File: config.mk
export PLATFORM = sky130hd
export DESIGN_NAME = dm_abscmd_seq_flat
export DESIGN_NICKNAME = d
export VERILOG_FILES = /design/src/rtl/dm_abscmd_seq_pkg.sv /design/src/rtl/dm_abscmd_seq_if.sv /design/src/rtl/dm_abscmd_seq_cmd_build.sv /design/src/rtl/dm_abscmd_seq.sv /design/src/flat_wrapper.sv
export SDC_FILE = /design/constraint.sdc
export NUM_CORES = 1
export LEC_CHECK = 0
export CORE_AREA = 8 8 130 132
export DETAILED_ROUTE_END_ITERATION = 8
export DIE_AREA = 0 0 138 140
export MAX_ROUTING_LAYER = met4
export PLACE_DENSITY = 0.85
export SYNTH_ARGS = -nofsm -noshare
export SYNTH_HDL_FRONTEND = slang
export SYNTH_SLANG_ARGS = --single-unit
File: constraint.sdc
create_clock -name clk -period 3.5 [get_ports clk]
set_input_delay 0.525 -clock clk [delete_from_list [all_inputs] [get_ports clk]]
set_output_delay 0.525 -clock clk [all_outputs]
set_load 0.1 [all_outputs]
File: src/rtl/dm_abscmd_seq_pkg.sv
// Shared debug-module constants: DMI register map, ABSTRACTCS/COMMAND fields,
// command types, cmderr codes and the latched request payload.
package dm_abscmd_seq_pkg;

  localparam int unsigned DMI_AW   = 7;
  localparam int unsigned DATA_W   = 32;
  localparam int unsigned REGNO_W  = 16;
  localparam int unsigned SIZE_W   = 2;
  localparam int unsigned CMDERR_W = 3;

  localparam logic [DMI_AW-1:0] DMI_ADDR_DATA0      = 7'h04;
  localparam logic [DMI_AW-1:0] DMI_ADDR_DATA1      = 7'h05;
  localparam logic [DMI_AW-1:0] DMI_ADDR_DMCONTROL  = 7'h10;
  localparam logic [DMI_AW-1:0] DMI_ADDR_ABSTRACTCS = 7'h16;
  localparam logic [DMI_AW-1:0] DMI_ADDR_COMMAND    = 7'h17;

  localparam int unsigned ACS_BUSY_BIT  = 12;
  localparam int unsigned ACS_CMDERR_HI = 10;
  localparam int unsigned ACS_CMDERR_LO = 8;

  localparam int unsigned CMD_TYPE_HI      = 31;
  localparam int unsigned CMD_TYPE_LO      = 24;
  localparam int unsigned CMD_SIZE_HI      = 21;
  localparam int unsigned CMD_SIZE_LO      = 20;
  localparam int unsigned CMD_TRANSFER_BIT = 17;
  localparam int unsigned CMD_WRITE_BIT    = 16;
  localparam int unsigned CMD_REGNO_HI     = 15;
  localparam int unsigned CMD_REGNO_LO     = 0;

  localparam logic [7:0] CMDTYPE_ACCESS_REG = 8'h0;
  localparam logic [7:0] CMDTYPE_ACCESS_MEM = 8'h2;

  localparam logic [CMDERR_W-1:0] CMDERR_NONE          = 3'd0;
  localparam logic [CMDERR_W-1:0] CMDERR_BUSY          = 3'd1;
  localparam logic [CMDERR_W-1:0] CMDERR_NOT_SUPPORTED = 3'd2;
  localparam logic [CMDERR_W-1:0] CMDERR_EXCEPTION     = 3'd3;
  localparam logic [CMDERR_W-1:0] CMDERR_HALT_RESUME   = 3'd4;
  localparam logic [CMDERR_W-1:0] CMDERR_BUS           = 3'd5;
  localparam logic [CMDERR_W-1:0] CMDERR_OTHER         = 3'd7;

  localparam logic [DATA_W-1:0] DMCONTROL_DMACTIVE = 32'h0000_0001;
  localparam logic [DATA_W-1:0] ACS_CMDERR_W1C     = 32'h0000_0700;

  typedef struct packed {
    logic               kind;
    logic               write;
    logic [REGNO_W-1:0] regno;
    logic [DATA_W-1:0]  addr;
    logic [SIZE_W-1:0]  size;
    logic [DATA_W-1:0]  wdata;
  } abs_req_t;

endpackage

File: src/rtl/dm_abscmd_seq_if.sv
// Host request/response channel and DMI master channel of the abstract command sequencer.
interface dm_abscmd_seq_req_if;
  import dm_abscmd_seq_pkg::*;

  logic                req_valid;
  logic                req_ready;
  logic                req_kind;
  logic                req_write;
  logic [REGNO_W-1:0]  req_regno;
  logic [DATA_W-1:0]   req_addr;
  logic [SIZE_W-1:0]   req_size;
  logic [DATA_W-1:0]   req_wdata;
  logic                rsp_valid;
  logic                rsp_ready;
  logic [DATA_W-1:0]   rsp_rdata;
  logic [CMDERR_W-1:0] rsp_cmderr;
  logic                rsp_timeout;

  modport master (
    output req_valid, req_kind, req_write, req_regno, req_addr, req_size, req_wdata, rsp_ready,
    input  req_ready, rsp_valid, rsp_rdata, rsp_cmderr, rsp_timeout
  );
  modport slave (
    input  req_valid, req_kind, req_write, req_regno, req_addr, req_size, req_wdata, rsp_ready,
    output req_ready, rsp_valid, rsp_rdata, rsp_cmderr, rsp_timeout
  );
endinterface

interface dm_abscmd_seq_dmi_if;
  import dm_abscmd_seq_pkg::*;

  logic              dmi_valid;
  logic              dmi_ready;
  logic              dmi_write;
  logic [DMI_AW-1:0] dmi_addr;
  logic [DATA_W-1:0] dmi_wdata;
  logic [DATA_W-1:0] dmi_rdata;

  modport master (
    output dmi_valid, dmi_write, dmi_addr, dmi_wdata,
    input  dmi_ready, dmi_rdata
  );
  modport slave (
    input  dmi_valid, dmi_write, dmi_addr, dmi_wdata,
    output dmi_ready, dmi_rdata
  );
endinterface

File: src/rtl/dm_abscmd_seq_cmd_build.sv
// Builds the abstract COMMAND word for an access-register or access-memory request.
module dm_cmd_build
  import dm_abscmd_seq_pkg::*;
(
  input  logic               kind_i,
  input  logic               write_i,
  input  logic [SIZE_W-1:0]  size_i,
  input  logic [REGNO_W-1:0] regno_i,
  output logic [DATA_W-1:0]  cmd_c_o
);

  always_comb begin
    cmd_c_o = '0;
    cmd_c_o[CMD_SIZE_HI:CMD_SIZE_LO] = size_i;
    cmd_c_o[CMD_WRITE_BIT]           = write_i;
    if (kind_i) begin
      // postincrement stays off: one access per command
      cmd_c_o[CMD_TYPE_HI:CMD_TYPE_LO] = CMDTYPE_ACCESS_MEM;
    end else begin
      cmd_c_o[CMD_TYPE_HI:CMD_TYPE_LO]   = CMDTYPE_ACCESS_REG;
      cmd_c_o[CMD_TRANSFER_BIT]          = 1'b1;
      cmd_c_o[CMD_REGNO_HI:CMD_REGNO_LO] = regno_i;
    end
  end

endmodule

File: src/rtl/dm_abscmd_seq.sv
// Serialises single register/memory access requests into the DMI write/poll/read
// sequence of one abstract command; exactly one command is in flight at a time.
module dm_abscmd_seq
  import dm_abscmd_seq_pkg::*;
#(
  parameter int unsigned POLL_LIMIT  = 256,
  parameter bit          INIT_ACTIVE = 1'b1
) (
  input  logic                       clk,
  input  logic                       resetn,
  dm_abscmd_seq_req_if.slave         host,
  dm_abscmd_seq_dmi_if.master        dmi
);

  localparam int unsigned CNT_W = $clog2(POLL_LIMIT + 1);

  typedef enum logic [3:0] {
    S_INIT, S_IDLE, S_WR_DATA1, S_WR_DATA0, S_WR_CMD,
    S_RD_ACS, S_CLR_ERR, S_RD_DATA0, S_RESP
  } state_e;

  localparam state_e RST_STATE = INIT_ACTIVE ? S_INIT : S_IDLE;

  state_e              state_q, state_d;
  abs_req_t            req_q, req_d;
  logic [CNT_W-1:0]    poll_cnt_q, poll_cnt_d;
  logic [CMDERR_W-1:0] err_q, err_d;
  logic                dmi_valid_q, dmi_valid_d;
  logic                dmi_write_q, dmi_write_d;
  logic [DMI_AW-1:0]   dmi_addr_q, dmi_addr_d;
  logic [DATA_W-1:0]   dmi_wdata_q, dmi_wdata_d;
  logic                req_ready_q, req_ready_d;
  logic                rsp_valid_q, rsp_valid_d;
  logic [DATA_W-1:0]   rsp_rdata_q, rsp_rdata_d;
  logic [CMDERR_W-1:0] rsp_cmderr_q, rsp_cmderr_d;
  logic                rsp_timeout_q, rsp_timeout_d;

  logic                txn_en, txn_write;
  logic [DMI_AW-1:0]   txn_addr;
  logic [DATA_W-1:0]   txn_wdata;
  logic [DATA_W-1:0]   cmd_word_c;
  logic                xfer_done_c;
  logic                acs_busy_c;
  logic [CMDERR_W-1:0] acs_err_c;

  dm_cmd_build u_cmd_build (
    .kind_i  (req_q.kind),
    .write_i (req_q.write),
    .size_i  (req_q.size),
    .regno_i (req_q.regno),
    .cmd_c_o (cmd_word_c)
  );

  assign xfer_done_c = dmi_valid_q && dmi.dmi_ready;
  assign acs_busy_c  = dmi.dmi_rdata[ACS_BUSY_BIT];
  assign acs_err_c   = dmi.dmi_rdata[ACS_CMDERR_HI:ACS_CMDERR_LO];

  // Next-state, DMI issue and response logic
  always_comb begin
    state_d       = state_q;
    req_d         = req_q;
    poll_cnt_d    = poll_cnt_q;
    err_d         = err_q;
    dmi_valid_d   = dmi_valid_q;
    dmi_write_d   = dmi_write_q;
    dmi_addr_d    = dmi_addr_q;
    dmi_wdata_d   = dmi_wdata_q;
    rsp_valid_d   = rsp_valid_q;
    rsp_rdata_d   = rsp_rdata_q;
    rsp_cmderr_d  = rsp_cmderr_q;
    rsp_timeout_d = rsp_timeout_q;
    txn_en        = 1'b0;
    txn_write     = 1'b0;
    txn_addr      = '0;
    txn_wdata     = '0;

    unique case (state_q)
      S_INIT: begin
        txn_en    = 1'b1;
        txn_write = 1'b1;
        txn_addr  = DMI_ADDR_DMCONTROL;
        txn_wdata = DMCONTROL_DMACTIVE;
        if (xfer_done_c) state_d = S_IDLE;
      end
      S_IDLE: begin
        if (host.req_valid && req_ready_q) begin
          req_d.kind  = host.req_kind;
          req_d.write = host.req_write;
          req_d.regno = host.req_regno;
          req_d.addr  = host.req_addr;
          req_d.size  = host.req_size;
          req_d.wdata = host.req_wdata;
          if (host.req_kind)       state_d = S_WR_DATA1;
          else if (host.req_write) state_d = S_WR_DATA0;
          else                     state_d = S_WR_CMD;
        end
      end
      S_WR_DATA1: begin
        txn_en    = 1'b1;
        txn_write = 1'b1;
        txn_addr  = DMI_ADDR_DATA1;
        txn_wdata = req_q.addr;
        if (xfer_done_c) state_d = req_q.write ? S_WR_DATA0 : S_WR_CMD;
      end
      S_WR_DATA0: begin
        txn_en    = 1'b1;
        txn_write = 1'b1;
        txn_addr  = DMI_ADDR_DATA0;
        txn_wdata = req_q.wdata;
        if (xfer_done_c) state_d = S_WR_CMD;
      end
      S_WR_CMD: begin
        txn_en    = 1'b1;
        txn_write = 1'b1;
        txn_addr  = DMI_ADDR_COMMAND;
        txn_wdata = cmd_word_c;
        if (xfer_done_c) begin
          poll_cnt_d = '0;
          state_d    = S_RD_ACS;
        end
      end
      S_RD_ACS: begin
        txn_en   = 1'b1;
        txn_addr = DMI_ADDR_ABSTRACTCS;
        if (xfer_done_c) begin
          if (acs_busy_c) begin
            // counter only advances below the limit, so it can never wrap
            if ((32'(poll_cnt_q) + 32'd1) < POLL_LIMIT) begin
              poll_cnt_d = poll_cnt_q + CNT_W'(1);
            end else begin
              rsp_timeout_d = 1'b1;
              rsp_valid_d   = 1'b1;
              state_d       = S_RESP;
            end
          end else if (acs_err_c != CMDERR_NONE) begin
            err_d   = acs_err_c;
            state_d = S_CLR_ERR;
          end else if (req_q.write) begin
            rsp_valid_d = 1'b1;
            state_d     = S_RESP;
          end else begin
            state_d = S_RD_DATA0;
          end
        end
      end
      S_CLR_ERR: begin
        txn_en    = 1'b1;
        txn_write = 1'b1;
        txn_addr  = DMI_ADDR_ABSTRACTCS;
        txn_wdata = ACS_CMDERR_W1C;
        if (xfer_done_c) begin
          rsp_cmderr_d = err_q;
          rsp_valid_d  = 1'b1;
          state_d      = S_RESP;
        end
      end
      S_RD_DATA0: begin
        txn_en   = 1'b1;
        txn_addr = DMI_ADDR_DATA0;
        if (xfer_done_c) begin
          rsp_rdata_d = dmi.dmi_rdata;
          rsp_valid_d = 1'b1;
          state_d     = S_RESP;
        end
      end
      S_RESP: begin
        if (host.rsp_ready) begin
          rsp_valid_d   = 1'b0;
          rsp_rdata_d   = '0;
          rsp_cmderr_d  = '0;
          rsp_timeout_d = 1'b0;
          state_d       = S_IDLE;
        end
      end
      default: state_d = S_IDLE;
    endcase

    // Issue after a one-cycle gap; fields hold until the handshake retires it
    if (txn_en && !dmi_valid_q) begin
      dmi_valid_d = 1'b1;
      dmi_write_d = txn_write;
      dmi_addr_d  = txn_addr;
      dmi_wdata_d = txn_wdata;
    end else if (xfer_done_c) begin
      dmi_valid_d = 1'b0;
    end

    req_ready_d = (state_d == S_IDLE) && !rsp_valid_d;
  end

  always_ff @(posedge clk or negedge resetn) begin
    if (!resetn) begin
      state_q       <= RST_STATE;
      req_q         <= '0;
      poll_cnt_q    <= '0;
      err_q         <= '0;
      dmi_valid_q   <= 1'b0;
      dmi_write_q   <= 1'b0;
      dmi_addr_q    <= '0;
      dmi_wdata_q   <= '0;
      req_ready_q   <= 1'b0;
      rsp_valid_q   <= 1'b0;
      rsp_rdata_q   <= '0;
      rsp_cmderr_q  <= '0;
      rsp_timeout_q <= 1'b0;
    end else begin
      state_q       <= state_d;
      req_q         <= req_d;
      poll_cnt_q    <= poll_cnt_d;
      err_q         <= err_d;
      dmi_valid_q   <= dmi_valid_d;
      dmi_write_q   <= dmi_write_d;
      dmi_addr_q    <= dmi_addr_d;
      dmi_wdata_q   <= dmi_wdata_d;
      req_ready_q   <= req_ready_d;
      rsp_valid_q   <= rsp_valid_d;
      rsp_rdata_q   <= rsp_rdata_d;
      rsp_cmderr_q  <= rsp_cmderr_d;
      rsp_timeout_q <= rsp_timeout_d;
    end
  end

  assign host.req_ready   = req_ready_q;
  assign host.rsp_valid   = rsp_valid_q;
  assign host.rsp_rdata   = rsp_rdata_q;
  assign host.rsp_cmderr  = rsp_cmderr_q;
  assign host.rsp_timeout = rsp_timeout_q;
  assign dmi.dmi_valid    = dmi_valid_q;
  assign dmi.dmi_write    = dmi_write_q;
  assign dmi.dmi_addr     = dmi_addr_q;
  assign dmi.dmi_wdata    = dmi_wdata_q;

endmodule

File: src/flat_wrapper.sv
// flat-port wrapper written by rule: the top's interface ports become plain ports
module dm_abscmd_seq_flat import dm_abscmd_seq_pkg::*;
#(
  parameter int unsigned POLL_LIMIT  = 256,
  parameter bit          INIT_ACTIVE = 1'b1
)
  (clk, resetn, host_req_valid, host_req_kind, host_req_write, host_req_regno, host_req_addr, host_req_size, host_req_wdata, host_rsp_ready, host_req_ready, host_rsp_valid, host_rsp_rdata, host_rsp_cmderr, host_rsp_timeout, dmi_dmi_valid, dmi_dmi_write, dmi_dmi_addr, dmi_dmi_wdata, dmi_dmi_ready, dmi_dmi_rdata);
  dm_abscmd_seq_req_if host_i ();
  dm_abscmd_seq_dmi_if dmi_i ();
  input  logic clk;
  input  logic resetn;
  input wire logic [$bits(host_i.req_valid)-1:0] host_req_valid;
  input wire logic [$bits(host_i.req_kind)-1:0] host_req_kind;
  input wire logic [$bits(host_i.req_write)-1:0] host_req_write;
  input wire logic [$bits(host_i.req_regno)-1:0] host_req_regno;
  input wire logic [$bits(host_i.req_addr)-1:0] host_req_addr;
  input wire logic [$bits(host_i.req_size)-1:0] host_req_size;
  input wire logic [$bits(host_i.req_wdata)-1:0] host_req_wdata;
  input wire logic [$bits(host_i.rsp_ready)-1:0] host_rsp_ready;
  output wire logic [$bits(host_i.req_ready)-1:0] host_req_ready;
  output wire logic [$bits(host_i.rsp_valid)-1:0] host_rsp_valid;
  output wire logic [$bits(host_i.rsp_rdata)-1:0] host_rsp_rdata;
  output wire logic [$bits(host_i.rsp_cmderr)-1:0] host_rsp_cmderr;
  output wire logic [$bits(host_i.rsp_timeout)-1:0] host_rsp_timeout;
  output wire logic [$bits(dmi_i.dmi_valid)-1:0] dmi_dmi_valid;
  output wire logic [$bits(dmi_i.dmi_write)-1:0] dmi_dmi_write;
  output wire logic [$bits(dmi_i.dmi_addr)-1:0] dmi_dmi_addr;
  output wire logic [$bits(dmi_i.dmi_wdata)-1:0] dmi_dmi_wdata;
  input wire logic [$bits(dmi_i.dmi_ready)-1:0] dmi_dmi_ready;
  input wire logic [$bits(dmi_i.dmi_rdata)-1:0] dmi_dmi_rdata;
  assign host_i.req_valid = host_req_valid;
  assign host_i.req_kind = host_req_kind;
  assign host_i.req_write = host_req_write;
  assign host_i.req_regno = host_req_regno;
  assign host_i.req_addr = host_req_addr;
  assign host_i.req_size = host_req_size;
  assign host_i.req_wdata = host_req_wdata;
  assign host_i.rsp_ready = host_rsp_ready;
  assign host_req_ready = host_i.req_ready;
  assign host_rsp_valid = host_i.rsp_valid;
  assign host_rsp_rdata = host_i.rsp_rdata;
  assign host_rsp_cmderr = host_i.rsp_cmderr;
  assign host_rsp_timeout = host_i.rsp_timeout;
  assign dmi_dmi_valid = dmi_i.dmi_valid;
  assign dmi_dmi_write = dmi_i.dmi_write;
  assign dmi_dmi_addr = dmi_i.dmi_addr;
  assign dmi_dmi_wdata = dmi_i.dmi_wdata;
  assign dmi_i.dmi_ready = dmi_dmi_ready;
  assign dmi_i.dmi_rdata = dmi_dmi_rdata;
  dm_abscmd_seq #(.POLL_LIMIT(POLL_LIMIT), .INIT_ACTIVE(INIT_ACTIVE)) u_core (.clk(clk), .resetn(resetn), .host(host_i), .dmi(dmi_i));
endmodule
==> results of run 1 <==
## logic make-up (layout without fill, tap and decap cells)
logic type,count (synthesis),count (layout)
AO/OA/AOI/OAI,149,149
flip-flops,176,176
other,1,3
multiplexers,87,87
XOR/XNOR,4,4
adder cells (fa/ha/maj),1,1
AND/OR/NAND/NOR,187,187
buffers and inverters,50,246
## cells in the mapped netlist (all sizes together) (6+ instances only)
cell type    n  area, um2
buf         26        141
o21ai       82        410
nor2        13       48.8
nand2      122        460
nand3        8       52.6
mux2        87        980
a21oi       16       80.1
nand4        6       50.0
nand2b       8       50.1
clkbuf      20       76.3
a222oi      17        170
dfrtp      176       4400
a22oi       12       90.1
nor3        13       81.3
## flip-flops by register name, summed over array words and instances, names as in the netlist
signal and count:
u_core.dmi.dmi_wdata 32, u_core.dmi.dmi_write 1, u_core.dmi.dmi_addr 4, u_core.state_q 4, u_core.poll_cnt_q 9, u_core.err_q 3
u_core.host.req_ready 1, u_core.dmi.dmi_valid 1, u_core.host.rsp_timeout 1, u_core.host.rsp_rdata 32, u_core.req_q 84, u_core.host.rsp_valid 1
u_core.host.rsp_cmderr 3
## area by class of cell
| class | instances | area [um2] |
|---|---|---|
| Inverter | 4 | 15.0 |
| Fill cell | 1090 | 4550 |
| Tap cell | 188 | 235 |
| Timing Repair Buffer | 210 | 2090 |
| Multi-Input combinational cell | 431 | 2930 |
| Clock inverter | 12 | 181 |
| Clock buffer | 20 | 457 |
| Sequential cell | 176 | 4400 |
## worst paths after layout
path                       cells after the start                   endpoint  slack (ns)                      from
max                                            1          dmi_dmi_wdata[31]        1.01  u_core.dmi.dmi_wdata[31]
min                                            1  u_core.host.rsp_rdata[16]        0.09                    resetn
max reg2reg                                    5  u_core.host.rsp_rdata[30]        1.04         u_core.state_q[1]
min reg2reg                                    2    u_core.dmi.dmi_wdata[1]        0.48   u_core.dmi.dmi_wdata[1]
max in group asynchronous                      2   u_core.dmi.dmi_wdata[19]        2.56                    resetn
min in group clk                               2    u_core.dmi.dmi_wdata[1]        0.48   u_core.dmi.dmi_wdata[1]
## stage by stage
stage | hold WS [ns] | cells | worst slack (ns) | total power, mW
after floorplan | 0.229 | 657 | 1.06 | 7.04
after global placement | 0.458 | 1009 | 1.01 | 8.30
after detailed placement | 0.470 | 1009 | 0.989 | 8.43
after CTS | 0.110 | 1041 | 0.983 | 10.5
after global routing | 0.135 | 1041 | 0.892 | 10.9
final | 0.0859 | 1041 | 1.01 | 10.4
## layer usage
layer,share of wire [%],wire (um),vias to the layer above
li1,-,-,2710
met4,2.9,571,0
met2,49,9810,213
met1,42,8330,2892
met5,0,0,-
met3,5.8,1160,35
## power groups by stage
stage                     logic, mW  registers [mW]  clock network, mW
after detailed placement       4.94            3.48                  0
final                          4.93            3.47               2.03
after global routing           5.17            3.58               2.15
after global placement         4.86            3.44                  0
after floorplan                1.40            5.64                  0
after CTS                      4.97            3.46               2.07
## cell usage in the layout (no fill, tap or decap), types with 2 or more instances in the layout
| master | count |
|---|---|
| a222oi_1 | 17 |
| conb_1 | 3 |
| o41ai_1 | 2 |
| buf_12 | 2 |
| dfrtp_1 | 176 |
| mux2_2 | 83 |
| nand2_1 | 121 |
| o21a_1 | 2 |
| clkinvlp_4 | 4 |
| nand2b_1 | 8 |
| nor3_1 | 10 |
| bufinv_16 | 4 |
| nor2_1 | 13 |
| and3_1 | 2 |
| a21oi_1 | 16 |
| clkbuf_8 | 2 |
| clkdlybuf4s50_1 | 194 |
| buf_4 | 13 |
| o21ai_1 | 8 |
| nand4_1 | 4 |
| inv_6 | 2 |
| nor2b_1 | 4 |
| a211oi_1 | 4 |
| clkbuf_16 | 17 |
| inv_1 | 3 |
| or3_1 | 3 |
| nand4_2 | 2 |
| o21ai_0 | 73 |
| nor3_4 | 2 |
| xor2_1 | 4 |
| o31ai_1 | 2 |
| nand3_1 | 7 |
| a22oi_1 | 12 |
| mux2_1 | 4 |
==> results.sh, run 1 <==
export IMPL_cts_htree_levels=4
export IMPL_clock_skew_final_ns=0.0129
export IMPL_cap_violations=0
export IMPL_ctsHoldBuffers=0
export IMPL_die_x_um=138
export IMPL_critPathTopFamily="buffers and inverters"
export IMPL_drv_slew=0
export IMPL_cp_required_ns=2.97
export IMPL_grt_pass1_vias=6060
export IMPL_switchingPower_mw=4.91
export IMPL_met2_usage_pct=33.7
export IMPL_synth_edf_count=0
export IMPL_fin_util_pct=69.4
export IMPL_power_frac_seq_pct=33.3
export IMPL_path_max_fanout=2
export IMPL_clockRootBuffer="clkbuf_16"
export IMPL_start_util_pct=50.7
export IMPL_cp_num_buf_inv=1
export IMPL_layout_min_cycle_time_ns=2.49
export IMPL_peakVddDrop_mv=0.644
export IMPL_cts_path_max_buffers=2
export IMPL_worstSetupEndpointType="output pin"
export IMPL_min_path_type="in -> async"
export IMPL_met1_usage_pct=25.4
export IMPL_synth_cell_types=56
export IMPL_synth_compound_area_share_pct=12.8
export IMPL_cts_sinks=176
export IMPL_final_nets=962
export IMPL_ys_seq_area_share_pct=58.5
export IMPL_setup_tns_ns=0
export IMPL_grt_use_total_pct=21.2
export IMPL_finalSetupViolCount=0
export IMPL_post_cts_setup_buffers=0
export IMPL_antenna_found_initial=0
export IMPL_grt_util_met3_pct=4.80
export IMPL_muxShareOfSynthArea_pct=13.0
export IMPL_worst_pin_slew_ns=1.04
export IMPL_clock_latency_ns=0.42
export IMPL_cts_buffers=17
export IMPL_drtIter0Drc=454
export IMPL_drc=0
export IMPL_viasPerCell=5.62
export IMPL_worstSetupStartpointType="register"
export IMPL_ant_nets=0
export IMPL_syn_to_final_growth_pct=36.9
export IMPL_final_cell_area_um2=10300
export IMPL_synthesis_area_um2=7530
export IMPL_p_leak_nw=4.30
export IMPL_ys_ff_latch=176
export IMPL_synth_top_family_by_area="multiplexers"
export IMPL_worstPathCellList="clkdlybuf4s50_1"
export IMPL_synthXorXnorAreaFrac_pct=0.465
export IMPL_synthAdderAreaFrac_pct=0.166
export IMPL_grt_max_degree=85
export IMPL_synthSimpleGateAreaFrac_pct=12.0
export IMPL_comb_power_share_pct=47.3
export IMPL_async_flop_share_pct=100
export IMPL_die_h_um=140
export IMPL_cpMaxStageDelayCell="clkdlybuf4s50_1"
export IMPL_clk_pin_slew_worst_paths_ns=0.07
export IMPL_synth_cells=655
export IMPL_wire_per_inst_um=19.1
export IMPL_grt_busiest_layer="met2"
export IMPL_cts_tree="yes"
export IMPL_hold_violations=0
export IMPL_place_congestion=0.894
export IMPL_cts_resized=0
export IMPL_port_buffers=196
export IMPL_p_sw_share_pct=47.0
export IMPL_diodes=0
export IMPL_die_area_um2=19300
export IMPL_critical_path_max_stage_delay_ns=1.19
export IMPL_drive_above_1_share_pct=17.1
export IMPL_wirelength_um=19900
export IMPL_firstDrtPassIters=5
export IMPL_vias=5850
export IMPL_outcome="finished clean"
export IMPL_placementRows=45
export IMPL_placed_area_um2=9670
export IMPL_ios=200
export IMPL_crit_arrival_ns=1.97
export IMPL_place_hpwl_um=13200
export IMPL_rsz0062_at_grt="false"
export IMPL_grt_ovfl_total=0
export IMPL_path_class="reg -> out"
export IMPL_grt_pass1_wl_um=32200
export IMPL_min_period_over_period_pct=71.3
export IMPL_clkPwrFrac_pct=19.5
export IMPL_ys_flop_type="dfrtp_1"
export IMPL_synth_area_per_cell_um2=11.5
export IMPL_synth_warnings=0
export IMPL_relSlewSlack_pct=30.2
export IMPL_power_internal_mw=5.52
export IMPL_fmax_mhz=401
export IMPL_power_density_nw_per_um2=1010
export IMPL_coreArea_um2=14900
(Power assumes the default switching activity.)
==> run 2, diff against run 1 <==
Settings changed: CORE_AREA 8 8 130 132 to 8 8 134 136, DIE_AREA 0 0 138 140 to 0 0 142 144, PLACE_DENSITY 0.85 to 0.8.
Clock period 3.5 ns to 2.5 ns, I/O delays scaled along.
==> results.sh, run 2 (synthesized netlist as in run 1, its figures left out) <==
export IMPL_drive_above_1_share_pct=26.4
export IMPL_fmax_mhz=472
export IMPL_wirelength_um=19700
export IMPL_switchingPower_mw=6.88
export IMPL_viasPerCell=5.37
export IMPL_largest_register_ffs=84
export IMPL_rr_endpoint="u_core.err_q[2]"
export IMPL_power_internal_mw=7.48
export IMPL_worst_pin_slew_ns=0.844
export IMPL_drtIter0Drc=489
export IMPL_outcome="finished clean"
export IMPL_ios=200
export IMPL_clkPwrFrac_pct=18.7
export IMPL_clk_pin_slew_worst_paths_ns=0.07
export IMPL_layout_min_cycle_time_ns=2.12
export IMPL_cts_tree="yes"
export IMPL_path_class="reg -> reg"
export IMPL_drc=0
export IMPL_worstSetupStartpointType="register"
export IMPL_grt_use_total_pct=20.5
export IMPL_die_area_um2=20400
export IMPL_grt_ovfl_total=0
export IMPL_cts_sinks=176
export IMPL_ant_nets=0
export IMPL_path_max_fanout=16
export IMPL_comb_power_share_pct=47.6
export IMPL_cts_htree_levels=4
export IMPL_grt_max_degree=67
export IMPL_grt_pass1_vias=5993
export IMPL_placementRows=47
export IMPL_final_nets=969
export IMPL_wire_per_inst_um=18.2
export IMPL_clock_skew_final_ns=0.0123
export IMPL_antenna_found_initial=0
export IMPL_cp_required_ns=2.80
export IMPL_cpMaxStageDelayCell="dfrtp_1"
export IMPL_crit_arrival_ns=2.42
export IMPL_power_frac_seq_pct=33.7
export IMPL_reg2reg_depth=4
export IMPL_place_congestion=0.869
export IMPL_min_path_type="in -> async"
export IMPL_die_x_um=142
export IMPL_power_density_nw_per_um2=1400
export IMPL_final_cell_mix="176 x dfrtp_1, 121 x nand2_1, 119 x clkdlybuf4s50_1"
export IMPL_p_leak_nw=4.48
export IMPL_hold_violations=0
export IMPL_port_buffers=196
export IMPL_r2r_start="u_core.state_q[1]"
export IMPL_syn_to_final_growth_pct=36.0
export IMPL_p_sw_share_pct=47.9
export IMPL_layout_commonest_cell="dfrtp_1"
export IMPL_finalSetupViolCount=0
export IMPL_clock_latency_ns=0.42
export IMPL_die_h_um=144
export IMPL_firstDrtPassIters=5
export IMPL_peakVddDrop_mv=1.03
export IMPL_cap_violations=0
export IMPL_min_period_over_period_pct=84.8
export IMPL_fin_util_pct=63.8
export IMPL_drv_slew=0
export IMPL_coreArea_um2=16100
export IMPL_nFillCells=1291
export IMPL_diodes=0
export IMPL_regMostFlops="u_core.req_q"
export IMPL_start_util_pct=46.9
export IMPL_cts_buffers=17
export IMPL_place_hpwl_um=13800
export IMPL_grt_pass1_wl_um=31800
export IMPL_critical_path_max_stage_delay_ns=0.60
export IMPL_cts_resized=0
export IMPL_vias=5789
export IMPL_clockRootBuffer="clkbuf_16"
export IMPL_cts_path_max_buffers=2
export IMPL_worstSetupEndpointType="register"
export IMPL_rrSetupSlack_ns=0.38
export IMPL_rsz0062_at_grt="false"
export IMPL_relSlewSlack_pct=43.3
export IMPL_setup_tns_ns=0
export IMPL_worstPathCellList="and4bb_2 > nand3_1 > nor3_1 > mux2_2"
## run 2: cell types whose count changed in the layout (fill, tap and decap cells not counted), moves of 2 or more
cell	delta
bufinv_16	-2
clkinv_2	+2
buf_12	+6
clkinvlp_4	-3
clkdlybuf4s50_1	-75
buf_4	+75
## run 2: layout make-up
cell class	count	area (um2)	area share, %
clock buffers	20	467	4.56
clock inverters	11	129	1.26
inverters	4	15.0	0.147
multi-input cells	431	2920	28.5
flip-flops and latches	176	4400	43.0
well taps	220	275	2.69
repair buffers	217	2030	19.8
## run 2: worst max-delay path, delay by kind of cell (launching register included)
family        cells  cell delay (ns)
flops             1             0.60
simple gates      3             1.01
mux               1             0.39
## run 2: power groups by stage
stage / sequential (mW) / combinational [mW] / clock, mW
final: 4.85 / 6.83 / 2.68
after global routing: 5.01 / 7.21 / 2.85
after CTS: 4.85 / 6.89 / 2.74
after detailed placement: 4.88 / 6.88 / 0
after global placement: 4.83 / 6.78 / 0
after floorplan: 7.89 / 1.96 / 0
## run 2: per-layer routing
metal | share of wire [%] | global-route usage [%]
met5 | 0 | -
met4 | 1.4 | 6.44
met3 | 6.5 | 6.24
met2 | 48 | 30.8
met1 | 44 | 26.1
## run 2: timing repair
item                                   CTS  global route
hold buffers                             1             0
buffers inserted                         0             0
endpoints found under the hold margin   54             0
## run 2: worst max path at each step
stage | start | end | slack (ns) | cells after the start
final | u_core.state_q[1] | u_core.err_q[2] | 0.38 | 4
after global placement | dmi_dmi_ready | u_core.poll_cnt_q[5] | 0.26 | 6
after detailed placement | dmi_dmi_ready | u_core.poll_cnt_q[5] | 0.20 | 6
after floorplan | u_core.dmi.dmi_valid | u_core.poll_cnt_q[5] | 0.06 | 6
after global routing | u_core.state_q[0] | u_core.dmi.dmi_wdata[20] | 0.26 | 6
after CTS | u_core.state_q[1] | u_core.err_q[0] | 0.40 | 4
## run 2: per-stage QoR
step                      std cells  instance area [um2]  setup WS (ns)  hold WS [ns]  total power, mW
after floorplan                 657                 7540         0.0603        0.0794             9.86
after global placement         1047                 9640          0.261         0.374             11.6
after detailed placement       1047                 9640          0.201         0.376             11.8
after CTS                      1079                10200          0.396         0.482             14.5
after global routing           1079                10200          0.256         0.510             15.1
final                          1079                10200          0.379         0.476             14.4
